`config.mk`:
```
export PLATFORM = sky130hd
export DESIGN_NAME = pwm_counter_flat
export DESIGN_NICKNAME = d
export VERILOG_FILES = /design/src/rtl/pwm_pkg.sv /design/src/rtl/pwm_counter_if.sv /design/src/rtl/pwm_prescaler.sv /design/src/rtl/pwm_counter.sv /design/src/flat_wrapper.sv
export SDC_FILE = /design/constraint.sdc
export NUM_CORES = 1
export LEC_CHECK = 0
export ABC_AREA = 1
export CAP_MARGIN = 20
export CORE_ASPECT_RATIO = 0.7
export CORE_UTILIZATION = 40
export DETAILED_ROUTE_END_ITERATION = 10
export MAX_ROUTING_LAYER = met4
export PLACE_DENSITY = 0.66
export SLEW_MARGIN = 15
export SYNTH_ARGS = -nofsm -noshare
export SYNTH_HDL_FRONTEND = slang
export SYNTH_SLANG_ARGS = --single-unit
```
`constraint.sdc`:
```
create_clock -name clk -period 11.1 [get_ports clk]
set_clock_uncertainty 0.1 [all_clocks]
set_input_delay 2.22 -clock clk [delete_from_list [all_inputs] [get_ports clk]]
set_output_delay 2.22 -clock clk [all_outputs]
set_load 0.02 [all_outputs]
```
`src/rtl/pwm_pkg.sv`:
```
// Shared definitions for the PWM time-base: default widths, count
// direction encodings, register-file bit positions and the per-cycle
// counter action encoding.
package pwm_pkg;

  // Default widths of the counter/period and the prescaler
  localparam int CNT_W_DEF = 16;
  localparam int PSC_W_DEF = 8;

  // Count direction as seen on upnotdown
  localparam logic DIR_UP   = 1'b1;
  localparam logic DIR_DOWN = 1'b0;

  // Functions-register encodings of the timer block
  localparam logic [1:0] FUNC_TIMEBASE = 2'b00;
  localparam logic [1:0] FUNC_CAPTURE  = 2'b01;
  localparam logic [1:0] FUNC_ONESHOT  = 2'b10;

  // Control-register bit positions
  localparam int CTRL_CNT_EN_BIT     = 0;
  localparam int CTRL_UPNOTDOWN_BIT  = 1;
  localparam int CTRL_FUNC_LSB       = 2;

  // What the counter does in a given cycle, in priority-resolved form
  typedef enum logic [2:0] {
    ACT_HOLD    = 3'd0,  // no tick: keep everything
    ACT_CLEAR   = 3'd1,  // cnt_reset strobe
    ACT_STOP    = 3'd2,  // disabled: hold count, shadow transparent
    ACT_INC     = 3'd3,  // up-count step
    ACT_DEC     = 3'd4,  // down-count step
    ACT_WRAP_UP = 3'd5,  // up-count reached period: wrap to 0
    ACT_WRAP_DN = 3'd6,  // down-count reached 0: reload period
    ACT_CLAMP   = 3'd7   // down-count above shrunk period: clamp
  } cnt_act_e;

endpackage

```
`src/rtl/pwm_counter_if.sv`:
```
// Configuration and status bundle between the register file (master)
// and the PWM time-base counter (slave).
interface pwm_counter_if #(
  parameter int CNT_W = 16,
  parameter int PSC_W = 8
);

  logic             cnt_en;
  logic             cnt_reset;
  logic             upnotdown;
  logic [PSC_W-1:0] prescale;
  logic [CNT_W-1:0] period;
  logic [CNT_W-1:0] count_val;
  logic [CNT_W-1:0] period_active;
  logic             overflow;
  logic             underflow;

  modport master (
    output cnt_en, cnt_reset, upnotdown, prescale, period,
    input  count_val, period_active, overflow, underflow
  );

  modport slave (
    input  cnt_en, cnt_reset, upnotdown, prescale, period,
    output count_val, period_active, overflow, underflow
  );

endinterface

```
`src/rtl/pwm_prescaler.sv`:
```
// Clock divider for the PWM time-base: issues one tick every
// prescale+1 enabled cycles. A smaller prescale written while the
// divider is already past it ticks at once instead of waiting for a
// 2^PSC_W rollover.
module pwm_prescaler #(
  parameter int PSC_W = 8
) (
  input  logic             clk,
  input  logic             rst_n,
  input  logic             cnt_en,
  input  logic             clr,
  input  logic [PSC_W-1:0] prescale,
  output logic             tick
);

  localparam logic [PSC_W-1:0] PSC_ZERO = {PSC_W{1'b0}};
  localparam logic [PSC_W-1:0] PSC_ONE  = {{(PSC_W-1){1'b0}}, 1'b1};

  logic [PSC_W-1:0] psc_cnt_r;
  logic [PSC_W-1:0] psc_cnt_nxt_s;
  logic             tick_s;

  // Tick detection and next divider value
  always_comb begin
    tick_s        = 1'b0;
    psc_cnt_nxt_s = psc_cnt_r;
    if (cnt_en && (psc_cnt_r >= prescale)) begin
      tick_s = 1'b1;
    end else begin
      tick_s = 1'b0;
    end
    if (!cnt_en || clr || tick_s) begin
      psc_cnt_nxt_s = PSC_ZERO;
    end else begin
      psc_cnt_nxt_s = psc_cnt_r + PSC_ONE;
    end
  end

  // Divider state register
  always_ff @(posedge clk or negedge rst_n) begin
    if (!rst_n) begin
      psc_cnt_r <= PSC_ZERO;
    end else begin
      psc_cnt_r <= psc_cnt_nxt_s;
    end
  end

  assign tick = tick_s;

endmodule

```
`src/rtl/pwm_counter.sv`:
```
// PWM time-base counter: prescaled up/down counter with a shadowed
// period that is only reloaded at wrap, on cnt_reset or while stopped.
// Overflow/underflow are one-cycle registered pulses aligned with the
// post-wrap count value.
module pwm_counter
  import pwm_pkg::*;
#(
  parameter int CNT_W = CNT_W_DEF,
  parameter int PSC_W = PSC_W_DEF
) (
  input  logic          clk,
  input  logic          rst_n,
  pwm_counter_if.slave  bus
);

  localparam logic [CNT_W-1:0] CNT_ZERO = {CNT_W{1'b0}};
  localparam logic [CNT_W-1:0] CNT_ONE  = {{(CNT_W-1){1'b0}}, 1'b1};

  logic             tick_s;
  cnt_act_e         act_s;
  logic [CNT_W-1:0] count_r;
  logic [CNT_W-1:0] period_act_r;
  logic             overflow_r;
  logic             underflow_r;
  logic [CNT_W-1:0] count_nxt_s;
  logic [CNT_W-1:0] period_act_nxt_s;
  logic             overflow_nxt_s;
  logic             underflow_nxt_s;

  pwm_prescaler #(
    .PSC_W (PSC_W)
  ) u_prescaler (
    .clk      (clk),
    .rst_n    (rst_n),
    .cnt_en   (bus.cnt_en),
    .clr      (bus.cnt_reset),
    .prescale (bus.prescale),
    .tick     (tick_s)
  );

  // Resolve the cycle's action: clear beats stop beats tick beats hold
  always_comb begin
    act_s = ACT_HOLD;
    if (bus.cnt_reset) begin
      act_s = ACT_CLEAR;
    end else if (!bus.cnt_en) begin
      act_s = ACT_STOP;
    end else if (tick_s) begin
      if (bus.upnotdown == DIR_UP) begin
        if (count_r >= period_act_r) begin
          act_s = ACT_WRAP_UP;
        end else begin
          act_s = ACT_INC;
        end
      end else begin
        if (count_r == CNT_ZERO) begin
          act_s = ACT_WRAP_DN;
        end else if (count_r > period_act_r) begin
          act_s = ACT_CLAMP;
        end else begin
          act_s = ACT_DEC;
        end
      end
    end else begin
      act_s = ACT_HOLD;
    end
  end

  // Next count, shadow period and event pulses for the chosen action
  always_comb begin
    count_nxt_s      = count_r;
    period_act_nxt_s = period_act_r;
    overflow_nxt_s   = 1'b0;
    underflow_nxt_s  = 1'b0;
    case (act_s)
      ACT_CLEAR: begin
        count_nxt_s      = CNT_ZERO;
        period_act_nxt_s = bus.period;
      end
      ACT_STOP: begin
        period_act_nxt_s = bus.period;
      end
      ACT_INC: begin
        count_nxt_s = count_r + CNT_ONE;
      end
      ACT_DEC: begin
        count_nxt_s = count_r - CNT_ONE;
      end
      ACT_WRAP_UP: begin
        count_nxt_s      = CNT_ZERO;
        period_act_nxt_s = bus.period;
        overflow_nxt_s   = 1'b1;
      end
      ACT_WRAP_DN: begin
        // Reload from the new period so the shadow and count agree
        count_nxt_s      = bus.period;
        period_act_nxt_s = bus.period;
        underflow_nxt_s  = 1'b1;
      end
      ACT_CLAMP: begin
        count_nxt_s = period_act_r;
      end
      ACT_HOLD: begin
        count_nxt_s = count_r;
      end
      default: begin
        count_nxt_s = count_r;
      end
    endcase
  end

  // Output and shadow registers
  always_ff @(posedge clk or negedge rst_n) begin
    if (!rst_n) begin
      count_r      <= CNT_ZERO;
      period_act_r <= CNT_ZERO;
      overflow_r   <= 1'b0;
      underflow_r  <= 1'b0;
    end else begin
      count_r      <= count_nxt_s;
      period_act_r <= period_act_nxt_s;
      overflow_r   <= overflow_nxt_s;
      underflow_r  <= underflow_nxt_s;
    end
  end

  assign bus.count_val     = count_r;
  assign bus.period_active = period_act_r;
  assign bus.overflow      = overflow_r;
  assign bus.underflow     = underflow_r;

endmodule

```
`src/flat_wrapper.sv`:
```
// flat-port wrapper written by rule: the top's interface ports become plain ports
module pwm_counter_flat import pwm_pkg::*;
#(
  parameter int CNT_W = CNT_W_DEF,
  parameter int PSC_W = PSC_W_DEF
)
  (clk, rst_n, bus_cnt_en, bus_cnt_reset, bus_upnotdown, bus_prescale, bus_period, bus_count_val, bus_period_active, bus_overflow, bus_underflow);
  pwm_counter_if #(.CNT_W(CNT_W), .PSC_W(PSC_W)) bus_i ();
  input  logic clk;
  input  logic rst_n;
  input wire logic [$bits(bus_i.cnt_en)-1:0] bus_cnt_en;
  input wire logic [$bits(bus_i.cnt_reset)-1:0] bus_cnt_reset;
  input wire logic [$bits(bus_i.upnotdown)-1:0] bus_upnotdown;
  input wire logic [$bits(bus_i.prescale)-1:0] bus_prescale;
  input wire logic [$bits(bus_i.period)-1:0] bus_period;
  output wire logic [$bits(bus_i.count_val)-1:0] bus_count_val;
  output wire logic [$bits(bus_i.period_active)-1:0] bus_period_active;
  output wire logic [$bits(bus_i.overflow)-1:0] bus_overflow;
  output wire logic [$bits(bus_i.underflow)-1:0] bus_underflow;
  assign bus_i.cnt_en = bus_cnt_en;
  assign bus_i.cnt_reset = bus_cnt_reset;
  assign bus_i.upnotdown = bus_upnotdown;
  assign bus_i.prescale = bus_prescale;
  assign bus_i.period = bus_period;
  assign bus_count_val = bus_i.count_val;
  assign bus_period_active = bus_i.period_active;
  assign bus_overflow = bus_i.overflow;
  assign bus_underflow = bus_i.underflow;
  pwm_counter #(.CNT_W(CNT_W), .PSC_W(PSC_W)) u_core (.clk(clk), .rst_n(rst_n), .bus(bus_i));
endmodule
```
==> results of run 1 <==
-- path summary, 6_finish.rpt --
check                      cells past startpoint                                   endpoint  slack, ns
max                                           30       u_core.bus.count_val[14]$_DFFE_PN0P_       4.66
min                                            1  u_core.u_prescaler.psc_cnt_r[0]$_DFF_PN0_       0.40
max reg2reg                                   28       u_core.bus.count_val[14]$_DFFE_PN0P_       6.51
min reg2reg                                    1  u_core.u_prescaler.psc_cnt_r[0]$_DFF_PN0_       0.40
max in group asynchronous                      2   u_core.bus.period_active[14]$_DFFE_PN0P_       8.73
min in group asynchronous                      1              u_core.bus.overflow$_DFF_PN0_       1.70
-- flip-flops by register name (all words and copies together), names as in the netlist --
name / count
u_core.u_prescaler.psc_cnt_r: 8
u_core.bus.count_val: 16
u_core.bus.overflow: 1
u_core.bus.period_active: 16
u_core.bus.underflow: 1
-- power by group through the flow --
| stage | registers [W] | clock network, W | logic (W) |
|---|---|---|---|
| after floorplan | 0.000212 | 0 | 0.0000950 |
| after global placement | 0.000198 | 0 | 0.000182 |
| after detailed placement | 0.000199 | 0 | 0.000186 |
| after CTS | 0.000196 | 0.000151 | 0.000187 |
| after global routing | 0.000199 | 0.000158 | 0.000210 |
| final | 0.000196 | 0.000148 | 0.000187 |
-- critical path: cells and delay by family --
kind	cells	cell delay, ns
compound gates	3	0.54
fa+ha+maj	3	0.87
buf+inv	7	1.19
simple gates	17	1.68
-- stage by stage --
stage	hold slack, ns	setup slack, ns	area, sq um	power [W]
after floorplan	0.354	5.52	3620	0.000307
after global placement	0.382	4.58	4330	0.000380
after detailed placement	0.393	4.37	4330	0.000384
after CTS	0.402	4.67	4470	0.000535
after global routing	0.426	4.12	4490	0.000567
final	0.399	4.66	4490	0.000531
-- cell families (layout without fill, tap and decap cells) --
family | Yosys count | in the layout
fa+ha+maj | 45 | 45
simple gates | 267 | 267
xor+xnor | 15 | 15
compound gates | 51 | 51
flops | 42 | 42
buf+inv | 77 | 138
mux | 1 | 1
-- layer usage --
layer / global-route usage / vias to the layer above / wire (um)
li1: - / 1721 / -
met4: 0.0321 / 0 / 64
met3: 0.0369 / 9 / 393
met1: 0.313 / 1562 / 4930
met2: 0.363 / 74 / 4230
met5: - / - / 0
-- cell type report --
cell class / count / share of cell area
clock buffers: 7 / 0.0317
clock inverters: 1 / 0.00111
inverters: 67 / 0.0560
multi-input cells: 379 / 0.503
flip-flops and latches: 42 / 0.234
well taps: 120 / 0.0334
repair buffers: 63 / 0.141
-- cell usage in the layout, fill, tap and decap left out, types with 2 or more instances in the layout --
master / instances
sky130_fd_sc_hd__nand3b_1: 16
sky130_fd_sc_hd__clkbuf_16: 5
sky130_fd_sc_hd__xor2_1: 7
sky130_fd_sc_hd__nor2_4: 2
sky130_fd_sc_hd__ha_1: 44
sky130_fd_sc_hd__nor3_1: 2
sky130_fd_sc_hd__nand2_2: 6
sky130_fd_sc_hd__nand4_1: 6
sky130_fd_sc_hd__o21ai_0: 7
sky130_fd_sc_hd__dfrtp_1: 42
sky130_fd_sc_hd__nand3_1: 33
sky130_fd_sc_hd__a21o_1: 3
sky130_fd_sc_hd__nor2_1: 37
sky130_fd_sc_hd__nor3b_1: 3
sky130_fd_sc_hd__inv_2: 3
sky130_fd_sc_hd__xnor2_1: 7
sky130_fd_sc_hd__nand3_2: 4
sky130_fd_sc_hd__inv_1: 64
sky130_fd_sc_hd__nand3_4: 2
sky130_fd_sc_hd__nor4_1: 3
sky130_fd_sc_hd__o21bai_1: 2
sky130_fd_sc_hd__nand2_1: 149
sky130_fd_sc_hd__clkdlybuf4s50_1: 61
sky130_fd_sc_hd__a21oi_1: 34
==> impl_results.html, run 1 <==
<table>
<tr><th>Metric</th><th>Value</th></tr>
<tr><th colspan="2">Status</th></tr>
<tr><td>Outcome</td><td>completed</td></tr>
<tr><th colspan="2">Pwr</th></tr>
<tr><td>Internal power</td><td>0.000342 W</td></tr>
<tr><td>Maximum vdd drop</td><td>0.0673 mV</td></tr>
<tr><td>Clock network power share</td><td>0.278</td></tr>
<tr><td>Leakage power figure</td><td>2.44 nW</td></tr>
<tr><td>Power density over cell area</td><td>118 nW/um^2</td></tr>
<tr><td>Portion of total power attributed to combinational logic</td><td>0.352</td></tr>
<tr><td>Net switching power</td><td>0.000189 W</td></tr>
<tr><td>Sequential group share of total power</td><td>0.369</td></tr>
<tr><td>Fraction of power spent switching nets</td><td>0.357</td></tr>
<tr><th colspan="2">Global routing</th></tr>
<tr><td>Pin count of the biggest net entering global routing</td><td>43</td></tr>
<tr><td>Number of antenna violations at the first check in global routing</td><td>0</td></tr>
<tr><td>Via count of the first global-routing pass</td><td>3380</td></tr>
<tr><td>Wire length of the first global-routing pass</td><td>16300 um</td></tr>
<tr><td>Global route total overflow</td><td>0</td></tr>
<tr><td>Overall global routing resource usage</td><td>0.228</td></tr>
<tr><th colspan="2">Timing</th></tr>
<tr><td>Period minus WS final</td><td>6.44 ns</td></tr>
<tr><td>Slew of the pin with the lowest slew margin</td><td>0.991 ns</td></tr>
<tr><td>Timing-limited maximum frequency</td><td>155 MHz</td></tr>
<tr><td>Final setup vio count</td><td>0</td></tr>
<tr><td>Total Negative Setup Slacks</td><td>0 ns</td></tr>
<tr><td>Tcrit/Tclk final</td><td>0.580</td></tr>
<tr><td>Number of hold violations in the final report</td><td>0</td></tr>
<tr><td>Count of final max-slew check failures</td><td>0</td></tr>
<tr><td>Max-slew headroom at the worst pin</td><td>0.340</td></tr>
<tr><td>Setup repair after global routing missed its margin</td><td>no</td></tr>
<tr><th colspan="2">Min path</th></tr>
<tr><td>Path category of the worst min-delay check</td><td>reg -&gt; reg</td></tr>
<tr><td>Hold path startpoint</td><td>u_core.u_prescaler.psc_cnt_r[0]$_DFF_PN0_</td></tr>
<tr><th colspan="2">Place</th></tr>
<tr><td>Total half-perimeter wirelength after legalization and detailed placement</td><td>7310 um</td></tr>
<tr><td>Final estimated routing congestion in global placement</td><td>0.868</td></tr>
<tr><td>Number of input and output port buffers inserted</td><td>62</td></tr>
<tr><td>Cell total after placement</td><td>670</td></tr>
<tr><th colspan="2">Critical path</th></tr>
<tr><td>Highest cell delay on the worst timing path</td><td>0.47 ns</td></tr>
<tr><td>Startpoint type of the worst setup path</td><td>input pin</td></tr>
<tr><td>Arrival time of the worst setup path</td><td>6.51 ns</td></tr>
<tr><td>Worst Setup SP</td><td>bus_prescale[7]</td></tr>
<tr><td>Startpoint-to-endpoint class of the critical path</td><td>in -&gt; reg</td></tr>
<tr><td>Critical path data required time</td><td>11.17 ns</td></tr>
<tr><td>Most frequent cell on the critical path</td><td>sky130_fd_sc_hd__nand2_1</td></tr>
<tr><td>Startpoint of the worst-slack reg-to-reg timing path</td><td>u_core.bus.count_val[15]$_DFFE_PN0P_</td></tr>
<tr><td>Maximum fanout along the worst path</td><td>15</td></tr>
<tr><td>Category of the worst setup path capture point</td><td>flop</td></tr>
<tr><td>Worst-path cell with the longest stage delay</td><td>sky130_fd_sc_hd__inv_1</td></tr>
<tr><th colspan="2">Yosys</th></tr>
<tr><td>Primary flip-flop cell chosen by synthesis mapping</td><td>sky130_fd_sc_hd__dfrtp_1</td></tr>
<tr><td>Synthesis-stage register bit count</td><td>42</td></tr>
<tr><td>Count of flip-flops with a built-in enable after synthesis</td><td>0</td></tr>
<tr><td>Most frequent cell after synthesis</td><td>sky130_fd_sc_hd__nand2_1</td></tr>
<tr><td>Simple-gate area share of the yosys netlist</td><td>0.344</td></tr>
<tr><td>Synthesized area per cell</td><td>7.27 sq um</td></tr>
<tr><td>Top cells by area, synth</td><td>sky130_fd_sc_hd__dfrtp_1 29%, sky130_fd_sc_hd__nand2_1 15%, sky130_fd_sc_hd__ha_1 15%</td></tr>
<tr><td>Sequential fraction of the synthesis area</td><td>0.290</td></tr>
<tr><td>Yosys synthesis warning count</td><td>0</td></tr>
<tr><td>Adder and majority gate portion of the synthesized area</td><td>0.158</td></tr>
<tr><td>Mapped cell area</td><td>3620 sq um</td></tr>
<tr><td>Async set or reset register ratio after synthesis</td><td>1.00</td></tr>
<tr><td>Post-synth top cells</td><td>149 x sky130_fd_sc_hd__nand2_1, 64 x sky130_fd_sc_hd__inv_1, 44 x sky130_fd_sc_hd__ha_1</td></tr>
<tr><td>Multiplexer fraction of the synthesized cell area</td><td>0.00311</td></tr>
<tr><td>Net count after synthesis</td><td>572</td></tr>
<tr><td>Proportion of netlist area held by the largest area contributor</td><td>0.290</td></tr>
<tr><td>Area share of xor/xnor cells in the synthesized design</td><td>0.0401</td></tr>
<tr><td>Synth Area in Compound Gates</td><td>0.0791</td></tr>
<tr><td>Count of unique library cells instantiated by Yosys</td><td>39</td></tr>
<tr><td>Cell taking the most area after synthesis</td><td>sky130_fd_sc_hd__dfrtp_1</td></tr>
<tr><td>Gate Count Post-Synth</td><td>498</td></tr>
<tr><td>Dominant combinational cell family by area after synthesis</td><td>simple AND/OR/NAND/NOR gates</td></tr>
<tr><th colspan="2">Detailed routing</th></tr>
<tr><td>Residual DRC</td><td>0</td></tr>
<tr><td>Antenna viol nets, final</td><td>0</td></tr>
<tr><td>Count of TritonRoute iterations in the first routing pass</td><td>4</td></tr>
<tr><td>Number of vias per cell after detailed routing</td><td>4.96</td></tr>
<tr><td>Detailed-route wire length</td><td>9620 um</td></tr>
<tr><td>WL/cell</td><td>14.2 um</td></tr>
<tr><td>1st-iter DRT viols</td><td>210</td></tr>
<tr><td>Via count</td><td>3366</td></tr>
<tr><th colspan="2">Clock network</th></tr>
<tr><td># clock sinks</td><td>42</td></tr>
<tr><td>H-tree depth reported by CTS</td><td>2</td></tr>
<tr><td>Worst-Skew Late Latency</td><td>0.29 ns</td></tr>
<tr><td>Post-CTS setup-driven buffer insertion count</td><td>0</td></tr>
<tr><td>Clock transition at the register clock pins on the worst setup and hold paths after CTS</td><td>0.06 ns</td></tr>
<tr><td>Num CTS Buffers</td><td>5</td></tr>
<tr><td>Clock tree from TritonCTS</td><td>built</td></tr>
<tr><td>Total of hold buffers inserted after clock tree synthesis</td><td>0</td></tr>
<tr><td>Post-CTS sizing</td><td>0</td></tr>
<tr><td>Cell at the root of the clock tree</td><td>sky130_fd_sc_hd__clkbuf_16</td></tr>
<tr><td>Buffer levels on the longest clock path</td><td>2</td></tr>
<tr><th colspan="2">Floorplanning</th></tr>
<tr><td>Starting density of the core</td><td>0.420</td></tr>
<tr><td>Floorplan die area</td><td>9450 sq um</td></tr>
<tr><td>FP Rows</td><td>28</td></tr>
<tr><td>IO Count</td><td>63</td></tr>
<tr><td>Die width</td><td>116 um</td></tr>
<tr><td>Y dimension of the die</td><td>81.6 um</td></tr>
<tr><td>Area of the placeable core</td><td>8620 sq um</td></tr>
<tr><th colspan="2">Cells and area</th></tr>
<tr><td>Synth-to-layout area growth</td><td>24.1%</td></tr>
<tr><td>Util after Layout</td><td>0.521</td></tr>
<tr><td>Area occupied by registers</td><td>1050 sq um</td></tr>
<tr><td>Number of nets in the final layout</td><td>632</td></tr>
<tr><td>Share of final-layout standard cells stronger than drive strength 1</td><td>0.0572</td></tr>
<tr><td>Multi-input combinational cell area</td><td>2260 sq um</td></tr>
<tr><td>Ant diodes</td><td>0</td></tr>
<tr><td>Final cell count without fillers</td><td>679</td></tr>
<tr><td>Fill cell count</td><td>856</td></tr>
<tr><th colspan="2">Flow run</th></tr>
<tr><td>Number of maximum-capacitance constraint violations</td><td>0</td></tr>
</table>
No activity file was read; power rests on OpenSTA's default activity.
==> run 2, diff against run 1 <==
--- a/config.mk
+++ b/config.mk
@@ -11,7 +11,7 @@
 export CORE_UTILIZATION = 40
 export DETAILED_ROUTE_END_ITERATION = 10
 export MAX_ROUTING_LAYER = met4
-export PLACE_DENSITY = 0.66
+export PLACE_DENSITY = 0.69
 export SLEW_MARGIN = 15
 export SYNTH_ARGS = -nofsm -noshare
 export SYNTH_HDL_FRONTEND = slang
==> constraint.sdc (replaced) <==
create_clock -name clk -period 5.38 [get_ports clk]
set_clock_uncertainty 0.1 [all_clocks]
set_input_delay 1.076 -clock clk [delete_from_list [all_inputs] [get_ports clk]]
set_output_delay 1.076 -clock clk [all_outputs]
set_load 0.02 [all_outputs]
==> impl_results.html, run 2 (synthesis results as in run 1) <==
<table>
<tr><th>Metric</th><th>Value</th></tr>
<tr><th colspan="2">Status</th></tr>
<tr><td>Outcome</td><td>completed</td></tr>
<tr><th colspan="2">Clock network</th></tr>
<tr><td># clock sinks</td><td>42</td></tr>
<tr><td>Cell at the root of the clock tree</td><td>sky130_fd_sc_hd__clkbuf_16</td></tr>
<tr><td>H-tree depth reported by CTS</td><td>2</td></tr>
<tr><td>Clock tree from TritonCTS</td><td>built</td></tr>
<tr><td>Worst-Skew Late Latency</td><td>0.29 ns</td></tr>
<tr><td>Total of hold buffers inserted after clock tree synthesis</td><td>0</td></tr>
<tr><td>Num CTS Buffers</td><td>5</td></tr>
<tr><td>Clock transition at the register clock pins on the worst setup and hold paths after CTS</td><td>0.06 ns</td></tr>
<tr><td>Buffer levels on the longest clock path</td><td>2</td></tr>
<tr><th colspan="2">Critical path</th></tr>
<tr><td>Arrival time of the worst setup path</td><td>5.11 ns</td></tr>
<tr><td>Critical path data required time</td><td>5.46 ns</td></tr>
<tr><td>Highest cell delay on the worst timing path</td><td>0.46 ns</td></tr>
<tr><td>Worst-path cell with the longest stage delay</td><td>sky130_fd_sc_hd__clkdlybuf4s50_1</td></tr>
<tr><td>Top delay family on crit path</td><td>simple AND/OR/NAND/NOR gates</td></tr>
<tr><td>CP Buf/Inv Count</td><td>7</td></tr>
<tr><td>Startpoint type of the worst setup path</td><td>input pin</td></tr>
<tr><td>Maximum fanout along the worst path</td><td>7</td></tr>
<tr><td>Startpoint-to-endpoint class of the critical path</td><td>in -&gt; reg</td></tr>
<tr><td>Most frequent cell on the critical path</td><td>sky130_fd_sc_hd__nand2_1</td></tr>
<tr><td>Category of the worst setup path capture point</td><td>flop</td></tr>
<tr><th colspan="2">Pwr</th></tr>
<tr><td>Portion of total power attributed to combinational logic</td><td>0.352</td></tr>
<tr><td>Sequential group share of total power</td><td>0.368</td></tr>
<tr><td>Net switching power</td><td>0.000397 W</td></tr>
<tr><td>Clock network power share</td><td>0.280</td></tr>
<tr><td>Fraction of power spent switching nets</td><td>0.360</td></tr>
<tr><td>Power density over cell area</td><td>243 nW/um^2</td></tr>
<tr><td>Leakage power figure</td><td>2.45 nW</td></tr>
<tr><td>Maximum vdd drop</td><td>0.115 mV</td></tr>
<tr><td>Internal power</td><td>0.000706 W</td></tr>
<tr><th colspan="2">Place</th></tr>
<tr><td>Total half-perimeter wirelength after legalization and detailed placement</td><td>7300 um</td></tr>
<tr><td>Cell total after placement</td><td>672</td></tr>
<tr><td>Final estimated routing congestion in global placement</td><td>0.845</td></tr>
<tr><td>Number of input and output port buffers inserted</td><td>62</td></tr>
<tr><th colspan="2">Cells and area</th></tr>
<tr><td>Final cell count without fillers</td><td>684</td></tr>
<tr><td>Number of nets in the final layout</td><td>637</td></tr>
<tr><td>Most frequent cells in the layout</td><td>149 x sky130_fd_sc_hd__nand2_1, 63 x sky130_fd_sc_hd__inv_1, 61 x sky130_fd_sc_hd__clkdlybuf4s50_1</td></tr>
<tr><td>Synth-to-layout area growth</td><td>25.3%</td></tr>
<tr><td>Ant diodes</td><td>0</td></tr>
<tr><td>Share of final-layout standard cells stronger than drive strength 1</td><td>0.0691</td></tr>
<tr><td>Most common cell after layout, fill and taps aside</td><td>sky130_fd_sc_hd__nand2_1</td></tr>
<tr><th colspan="2">Floorplanning</th></tr>
<tr><td>Floorplan die area</td><td>9450 sq um</td></tr>
<tr><td>IO Count</td><td>63</td></tr>
<tr><td>FP Rows</td><td>28</td></tr>
<tr><td>Area of the placeable core</td><td>8620 sq um</td></tr>
<tr><td>Y dimension of the die</td><td>81.6 um</td></tr>
<tr><td>Starting density of the core</td><td>0.420</td></tr>
<tr><td>Die width</td><td>116 um</td></tr>
<tr><th colspan="2">Detailed routing</th></tr>
<tr><td>Number of vias per cell after detailed routing</td><td>4.93</td></tr>
<tr><td>WL/cell</td><td>14.1 um</td></tr>
<tr><td>Count of TritonRoute iterations in the first routing pass</td><td>4</td></tr>
<tr><td>Antenna viol nets, final</td><td>0</td></tr>
<tr><td>1st-iter DRT viols</td><td>148</td></tr>
<tr><td>Detailed-route wire length</td><td>9610 um</td></tr>
<tr><td>Via count</td><td>3370</td></tr>
<tr><td>Residual DRC</td><td>0</td></tr>
<tr><th colspan="2">Timing</th></tr>
<tr><td>Slew of the pin with the lowest slew margin</td><td>0.431 ns</td></tr>
<tr><td>Period minus WS final</td><td>5.02 ns</td></tr>
<tr><td>Timing-limited maximum frequency</td><td>199 MHz</td></tr>
<tr><td>Total Negative Setup Slacks</td><td>0 ns</td></tr>
<tr><td>Tcrit/Tclk final</td><td>0.934</td></tr>
<tr><td>Worst hold slack</td><td>0.393 ns</td></tr>
<tr><td>Final setup vio count</td><td>0</td></tr>
<tr><td>Number of hold violations in the final report</td><td>0</td></tr>
<tr><td>Count of final max-slew check failures</td><td>0</td></tr>
<tr><td>Max-slew headroom at the worst pin</td><td>0.712</td></tr>
<tr><th colspan="2">Global routing</th></tr>
<tr><td>Wire length of the first global-routing pass</td><td>15600 um</td></tr>
<tr><td>Global route total overflow</td><td>0</td></tr>
<tr><td>Overall global routing resource usage</td><td>0.223</td></tr>
<tr><td>Number of antenna violations at the first check in global routing</td><td>0</td></tr>
<tr><td>Pin count of the biggest net entering global routing</td><td>43</td></tr>
<tr><td>Via count of the first global-routing pass</td><td>3225</td></tr>
<tr><th colspan="2">Min path</th></tr>
<tr><td>Path category of the worst min-delay check</td><td>reg -&gt; reg</td></tr>
<tr><th colspan="2">Flow run</th></tr>
<tr><td>Number of maximum-capacitance constraint violations</td><td>0</td></tr>
</table>
## run 2: routing by layer
metal  GRT usage  wire [um]  up-vias
met2       0.357       4360       74
met4      0.0577         99        0
met5           -          0        -
met1       0.293       4730     1547
met3      0.0391        419       11
li1            -          -     1738
## run 2: stage by stage
step | instance area (sq um) | total power, W | util | worst slack (ns)
after floorplan | 3620 | 0.000634 | - | 0.943
after global placement | 4340 | 0.000786 | 0.504 | 0.149
after CTS | 4490 | 0.00111 | 0.521 | 0.223
after detailed placement | 4340 | 0.000797 | 0.504 | -0.0622
after global routing | 4540 | 0.00118 | 0.527 | -0.0420
final | 4540 | 0.00110 | 0.527 | 0.356
## run 2: final timing paths
check                                                           from                                         to  slack, ns  cells past startpoint
max                                                  bus_prescale[6]       u_core.bus.count_val[14]$_DFFE_PN0P_       0.36                     31
min                        u_core.u_prescaler.psc_cnt_r[0]$_DFF_PN0_  u_core.u_prescaler.psc_cnt_r[0]$_DFF_PN0_       0.39                      1
max in group asynchronous                                      rst_n   u_core.bus.period_active[15]$_DFFE_PN0P_       4.13                      2
min reg2reg                u_core.u_prescaler.psc_cnt_r[0]$_DFF_PN0_  u_core.u_prescaler.psc_cnt_r[0]$_DFF_PN0_       0.39                      1
min in group asynchronous                                      rst_n  u_core.u_prescaler.psc_cnt_r[2]$_DFF_PN0_       0.58                      1
max reg2reg                     u_core.bus.count_val[14]$_DFFE_PN0P_       u_core.bus.count_val[14]$_DFFE_PN0P_       1.09                     30
## run 2: cell type report
cell class	instances	area, sq um
Fill cell	840	4080
Multi-Input combinational cell	379	2260
Sequential cell	42	1050
Timing Repair Buffer	67	666
Inverter	67	255
Tap cell	120	150
Clock buffer	7	143
Clock inverter	1	5.00
Timing Repair inverter	1	5.00
## run 2: repair_timing
item,4_1_cts,5_1_grt
setup endpoints to repair,0,5
resized for setup,0,2
setup buffers,0,2
## run 2: power groups by stage
stage	clock network (W)	logic, W	registers, W
6_report	0.000309	0.000389	0.000406
5_1_grt	0.000331	0.000434	0.000411
4_1_cts	0.000312	0.000388	0.000406
3_5_place_dp	0	0.000386	0.000411
3_3_place_gp	0	0.000376	0.000410
2_1_floorplan	0	0.000196	0.000438
